`config.mk`:
```
export PLATFORM = sky130hd
export DESIGN_NAME = fetch_unit
export DESIGN_NICKNAME = d
export VERILOG_FILES = /design/src/rtl/fetch_pkg.sv /design/src/rtl/fetch_out_buffer.sv /design/src/rtl/fetch_unit.sv
export SDC_FILE = /design/constraint.sdc
export NUM_CORES = 1
export LEC_CHECK = 0
export BUFFER_PORTS_ARGS = -buffer_cell sky130_fd_sc_hd__buf_4
export CORE_MARGIN = 2
export CORE_UTILIZATION = 51
export DETAILED_ROUTE_END_ITERATION = 6
export PLACE_DENSITY = 0.76
export RECOVER_POWER = 50
export REMOVE_ABC_BUFFERS = 1
export SLEW_MARGIN = 20
export SYNTH_ARGS = -nofsm -noshare
export SYNTH_HDL_FRONTEND = slang
export SYNTH_SLANG_ARGS = --single-unit
```
`constraint.sdc`:
```
create_clock -name CLK -period 4.91 [get_ports CLK]
set_input_delay 0.2455 -clock CLK [delete_from_list [all_inputs] [get_ports CLK]]
set_output_delay 0.2455 -clock CLK [all_outputs]
set_load 0.02 [all_outputs]
```
`src/rtl/fetch_pkg.sv`:
```
// Shared types and constants for the fetch stage front end.
// Pure declarations, no logic of its own.
// Not applicable: no handshakes here.
package fetch_pkg;

   localparam logic [31:0] NOP_INSTR = 32'h0000_0013;

   typedef enum logic {
      REQ  = 1'b0,
      WAIT = 1'b1
   } fetch_state_t;

   typedef struct packed {
      logic        valid;
      logic [31:0] instr;
      logic [31:0] pc;
   } fetch_entry_t;

   // Sequential fetch address; wraps naturally at 2^32.
   function automatic logic [31:0] pc_next(input logic [31:0] pc);
      return pc + 32'd4;
   endfunction

endpackage

```
`src/rtl/fetch_out_buffer.sv`:
```
// Output slot plus one skid entry feeding the fetch-to-decode register.
// Latency: a pushed word is presented the cycle after the push.
// Backpressure: stall holds the slot; a push then lands in the skid entry.
module fetch_out_buffer
   import fetch_pkg::*;
(
   input  logic        CLK,
   input  logic        RST_N,
   input  logic        flush,
   input  logic        stall,
   input  logic        push_vld,
   input  logic [31:0] push_instr,
   input  logic [31:0] push_pc,
   output logic        push_to_slot,
   output logic        skid_empty,
   output logic [31:0] Instr_F,
   output logic [31:0] PC_F,
   output logic [31:0] PC_Plus_4_F,
   output logic        Instr_Valid_F
);

   fetch_entry_t slot_q;
   fetch_entry_t skid_q;
   fetch_entry_t push_entry;
   logic         consume;
   logic         slot_open;

   assign consume      = slot_q.valid & ~stall;
   assign slot_open    = ~slot_q.valid | consume;
   // A push reaches the slot only when nothing older is waiting in the skid.
   assign push_to_slot = slot_open & ~skid_q.valid;
   assign skid_empty   = ~skid_q.valid;
   assign push_entry   = '{valid: push_vld, instr: push_instr, pc: push_pc};

   // Slot refills from the skid first, then from the incoming push.
   always_ff @(posedge CLK or negedge RST_N) begin
      if (!RST_N) begin
         slot_q <= '0;
         skid_q <= '0;
      end else if (flush) begin
         slot_q.valid <= 1'b0;
         skid_q.valid <= 1'b0;
      end else if (slot_open) begin
         if (skid_q.valid) begin
            slot_q <= skid_q;
            skid_q <= push_entry;
         end else begin
            slot_q <= push_entry;
         end
      end else if (push_vld) begin
         skid_q <= push_entry;
      end
   end

   assign Instr_Valid_F = slot_q.valid;
   assign Instr_F       = slot_q.valid ? slot_q.instr : NOP_INSTR;
   assign PC_F          = slot_q.valid ? slot_q.pc : 32'd0;
   assign PC_Plus_4_F   = slot_q.valid ? pc_next(slot_q.pc) : 32'd0;

endmodule

```
`src/rtl/fetch_unit.sv`:
```
// Fetch PC owner: one-outstanding imem requests, buffered F-stage outputs.
// Latency: request at cycle 0, instruction valid at cycle 2 with a 1-cycle memory.
// Backpressure: Stall_En holds the slot; skid absorbs one word, then requests stop.
module fetch_unit
   import fetch_pkg::*;
#(
   parameter logic [31:0] RESET_PC = 32'h0000_0000
)(
   input  logic        CLK,
   input  logic        RST_N,
   input  logic        Stall_En,
   input  logic        Redirect_En,
   input  logic [31:0] Redirect_PC,
   output logic        IMem_Req_Valid,
   input  logic        IMem_Req_Ready,
   output logic [31:0] IMem_Req_Addr,
   input  logic        IMem_Rsp_Valid,
   input  logic [31:0] IMem_Rsp_Data,
   output logic [31:0] Instr_F,
   output logic [31:0] PC_F,
   output logic [31:0] PC_Plus_4_F,
   output logic        Instr_Valid_F
);

   fetch_state_t state_q;
   logic [31:0]  fetch_pc_q;
   logic [31:0]  pending_pc_q;
   logic [31:0]  req_addr_q;
   logic         kill_q;
   logic         hold_q;

   logic         rsp_hit;
   logic         rsp_keep;
   logic         push_to_slot;
   logic         skid_empty;
   logic         req_vld;
   logic         req_acc;
   logic [31:0]  req_addr;

   assign rsp_hit  = (state_q == WAIT) & IMem_Rsp_Valid;
   // Redirect beats a same-cycle response; killed responses are dropped too.
   assign rsp_keep = rsp_hit & ~kill_q & ~Redirect_En;
   assign req_acc  = req_vld & IMem_Req_Ready;

   // Request generation: a held request is never withdrawn or re-addressed.
   always_comb begin
      req_vld  = 1'b0;
      req_addr = fetch_pc_q;
      if (state_q == REQ) begin
         req_vld  = hold_q | (~Redirect_En & skid_empty);
         req_addr = hold_q ? req_addr_q : fetch_pc_q;
      end else begin
         req_vld  = rsp_keep & push_to_slot;
         req_addr = pc_next(pending_pc_q);
      end
   end

   assign IMem_Req_Valid = req_vld & RST_N;
   assign IMem_Req_Addr  = req_addr;

   // Fetch FSM with fetch PC, kill tag and held-request tracking.
   always_ff @(posedge CLK or negedge RST_N) begin
      if (!RST_N) begin
         state_q      <= REQ;
         fetch_pc_q   <= RESET_PC;
         pending_pc_q <= 32'd0;
         req_addr_q   <= 32'd0;
         kill_q       <= 1'b0;
         hold_q       <= 1'b0;
      end else begin
         hold_q <= req_vld & ~IMem_Req_Ready;
         if (req_vld) req_addr_q <= req_addr;
         if (req_acc) pending_pc_q <= req_addr;

         case (state_q)
            REQ:     if (req_acc) state_q <= WAIT;
            WAIT:    if (rsp_hit && !req_acc) state_q <= REQ;
            default: state_q <= REQ;
         endcase

         // Any request still in flight or already issued is tagged dead.
         if (Redirect_En)
            kill_q <= ((state_q == WAIT) & ~IMem_Rsp_Valid) | req_vld;
         else if (rsp_hit)
            kill_q <= 1'b0;

         if (Redirect_En)
            fetch_pc_q <= Redirect_PC & ~32'd3;
         else if (rsp_keep)
            fetch_pc_q <= pc_next(pending_pc_q);
      end
   end

   fetch_out_buffer u_out_buffer (
      .CLK           (CLK),
      .RST_N         (RST_N),
      .flush         (Redirect_En),
      .stall         (Stall_En),
      .push_vld      (rsp_keep),
      .push_instr    (IMem_Rsp_Data),
      .push_pc       (pending_pc_q),
      .push_to_slot  (push_to_slot),
      .skid_empty    (skid_empty),
      .Instr_F       (Instr_F),
      .PC_F          (PC_F),
      .PC_Plus_4_F   (PC_Plus_4_F),
      .Instr_Valid_F (Instr_Valid_F)
   );

endmodule

```
==> run metrics <==
outcome=finished with violations; failing checks=max-capacitance violations, max-slew violations; slew margin rel.=-0.791; post-route ant nets=0; final net count=between 1,500 and 2,000; clk root buf=clkbuf_16; PwrDens=441 nW/um^2; Critical Path AT=4.23 ns; post-route insts no fill=1,812; Starting Density=0.516; hold path cells=3; First-pass DRT Iterations=5; Req. time, crit path=5.30 ns; switch share=0.356; residual DRC count=0; Hold Fails Final Rpt=0; Worst-Skew Late Latency=0.52 ns; max-slew violations=266; Total GRT Usage=0.251; First DRT Iteration DRCs=809; unrepaired setup endpoints after global routing=false; max cap viols=4; CP max FO=67; via count=10,348; largest net degree at the start of global routing=111; number of synthesized flops with an enable pin=0; Synth Flop Type=dfrtp_1; combinational power share=0.283; Clock Path Buffers=3; layout cell share with drive strength beyond 1=0.226; post-synthesis register bit count=229; Multi-input gate area=6240 um^2; cts bufs inserted=25; I/O Buffers=between 150 and 200; Warnings, synthesis=0; total wire length=32.1 mm; Worst Skew=between 0.006 and 0.007 ns; CTS tree=yes; first-pass GRT wire length=53.0 mm; Area growth, synth to finish=23.3%; most frequent cell after synthesis=dfrtp_1; clk slew on worst S/H paths=roughly 0.060 ns; synth cell count leaders=dfrtp_1, a21oi_1, nor2_1, nand2_1, and2_1; Worst Setup Slack, final=1.08 ns; internal power=4.36 mW; setup slack, reg-to-reg=about 1.1 ns; min-delay src=Redirect_PC[28]; WL per Instance=17.7 um; Async SR Flop Fraction=1.00; Setup CP Type=flop to flop; register area=approximately 5700 um^2; global route overflow=0; Mapped Cells=1,285; Clk pwr share=0.277; hpwl dp=between 20 and 25 mm; worst ir drop on vdd=0.000260 V; worst r2r src=u_out_buffer.skid_q[64]$_DFFE_PN0P_; FILL cells=2,020; fmax=261 MHz; top cells by area, synth=dfrtp_1, mux2_2, mux2i_1, a21oi_1, and2_1; Total Power=6.77 mW; RePlAce Congestion=0.833; Die W=between 150 and 200 um; Inserted Diodes=0; antenna violations before repair=0; area of the die=25,700 um^2; Unique masters post-synth=58; Reg2Reg Capture Point=u_out_buffer.skid_q[63]$_DFFE_PN0P_; Worst Max-Slew Pin Slew=around 2.7 ns; Reg2Reg Depth=5; CP endpoint kind=flop; # rows=57; H-tree levels=1; Setup Buffers After CTS=0; CTS resizes=0; Tmin final=3.83 ns; mapped cell area=between 10,000 and 15,000 um^2; Die Y=160 um; Cells after DPL=around 1,700; Seq/Total Area, Yosys=0.461; Hold Path End=fetch_pc_q[28]$_DFFE_PN0P_; HP Class=input port to flop; CORE AREA=24,100 um^2; cell taking the most area after synthesis=dfrtp_1; Startpoint Class=flop; final setup fails=0; I/O Pins=200; switching pwr=between 2 and 2.5 mW; pre-CTS WS=1.69 ns; share of the synthesized area in the top cell type=0.461; clk sink count=229; DR vias/cell=5.71; part of the cycle the worst path needs=0.781; mean area per synthesized cell=9.68 um^2; Leak=between 6 and 7 nW; Seq pwr share=0.440; vias in the first global route=10,101
-- per-stage QoR --
stage               TNS, ns   util  hold slack (ns)  instance area, um^2
floorplan           -177.77      -          -0.0501                12000
global placement          0  0.582            0.358                14000
detailed placement        0  0.582            0.354                14000
CTS                       0  0.641          0.00791                15500
global route              0  0.637           0.0275                15300
finish                    0  0.637           0.0192                15300
-- per-layer routing --
metal / up-vias / wire (um) / GRT usage
met5: - / 0 / 0
met4: 0 / 692 / 0.0606
met3: 57 / 1880 / 0.0319
met2: 350 / 15000 / 0.416
met1: 5037 / 14600 / 0.355
li1: 4904 / - / -
-- kinds of logic after synthesis --
logic type	share of synthesized area
buffers and inverters	0.0392
adders and majority gates	0.00201
xor gates and xnor gates	0.0331
muxes	0.143
DFF	0.461
AOI/OAI and AO/OA	0.119
and+or+nand+nor	0.204
-- cell type report --
type	instances	area share
tap	324	0.0264
multi-input combinational	933	0.407
timing repair buffer	274	0.138
clock inverter	5	0.00489
sequential	229	0.374
inverter	10	0.00245
clock buffer	37	0.0476
-- worst max path at each step --
stage | from | slack (ns) | cells after the start | endpoint
3_5_place_dp | pending_pc_q[2]$_DFFE_PN0P_ | 1.69 | 7 | IMem_Req_Addr[26]
4_1_cts | pending_pc_q[2]$_DFFE_PN0P_ | 1.13 | 6 | IMem_Req_Addr[20]
3_3_place_gp | pending_pc_q[2]$_DFFE_PN0P_ | 1.71 | 6 | IMem_Req_Addr[20]
5_1_grt | state_q$_DFF_PN0_ | 0.72 | 6 | fetch_pc_q[13]$_DFFE_PN0P_
6_report | u_out_buffer.skid_q[64]$_DFFE_PN0P_ | 1.08 | 5 | u_out_buffer.skid_q[63]$_DFFE_PN0P_
2_1_floorplan | state_q$_DFF_PN0_ | -2.01 | 5 | u_out_buffer.skid_q[0]$_DFFE_PN0P_
-- flip-flops by register name, summed over array words and instances, names as in the netlist --
register	count
hold_q	1
pending_pc_q	32
state_q	1
u_out_buffer.skid_q	65
u_out_buffer.slot_q	64
fetch_pc_q	32
req_addr_q	32
u_out_buffer.Instr_Valid_F	1
kill_q	1
-- critical path: stages (launching register included) --
cell and delay (ns):
dfrtp_4 0.41, clkbuf_2 1.62, nand2b_1 0.29, a21oi_4 0.23, buf_4 0.70, mux2_2 0.44
-- cells in the final DEF, fill, tap and decap left out, types with 24 or more instances in the layout --
| cell type | netlist | layout |
|---|---|---|
| xnor2_1 | 36 | 36 |
| dlygate4sd3_1 | 0 | 62 |
| a21oi_1 | 119 | 118 |
| nand2_1 | 102 | 102 |
| nor2_1 | 105 | 103 |
| o21ai_0 | 29 | 29 |
| clkbuf_16 | 0 | 25 |
| nand4_1 | 26 | 26 |
| and2_0 | 0 | 25 |
| clkbuf_1 | 83 | 31 |
| dfrtp_1 | 229 | 226 |
| buf_4 | 2 | 185 |
| nor2b_1 | 24 | 24 |
| mux2_2 | 90 | 90 |
| and2_1 | 93 | 67 |
| a211oi_1 | 30 | 30 |
| mux2i_1 | 76 | 76 |
-- what timing repair did --
item | in CTS | in global routing
hold buffers | 62 | 0
endpoints found under the setup margin | 0 | 0
endpoints found under the hold margin | 165 | 0
-- power by group through the flow --
| stage | clock network [mW] | registers, mW | logic, mW |
|---|---|---|---|
| floorplan | 0 | 2.81 | 1.28 |
| global placement | 0 | 2.95 | 1.83 |
| detailed placement | 0 | 2.99 | 1.88 |
| CTS | 1.90 | 2.96 | 1.94 |
| global route | 1.98 | 3.05 | 2.12 |
| finish | 1.87 | 2.98 | 1.92 |
Power figures use the tool's default switching activity.
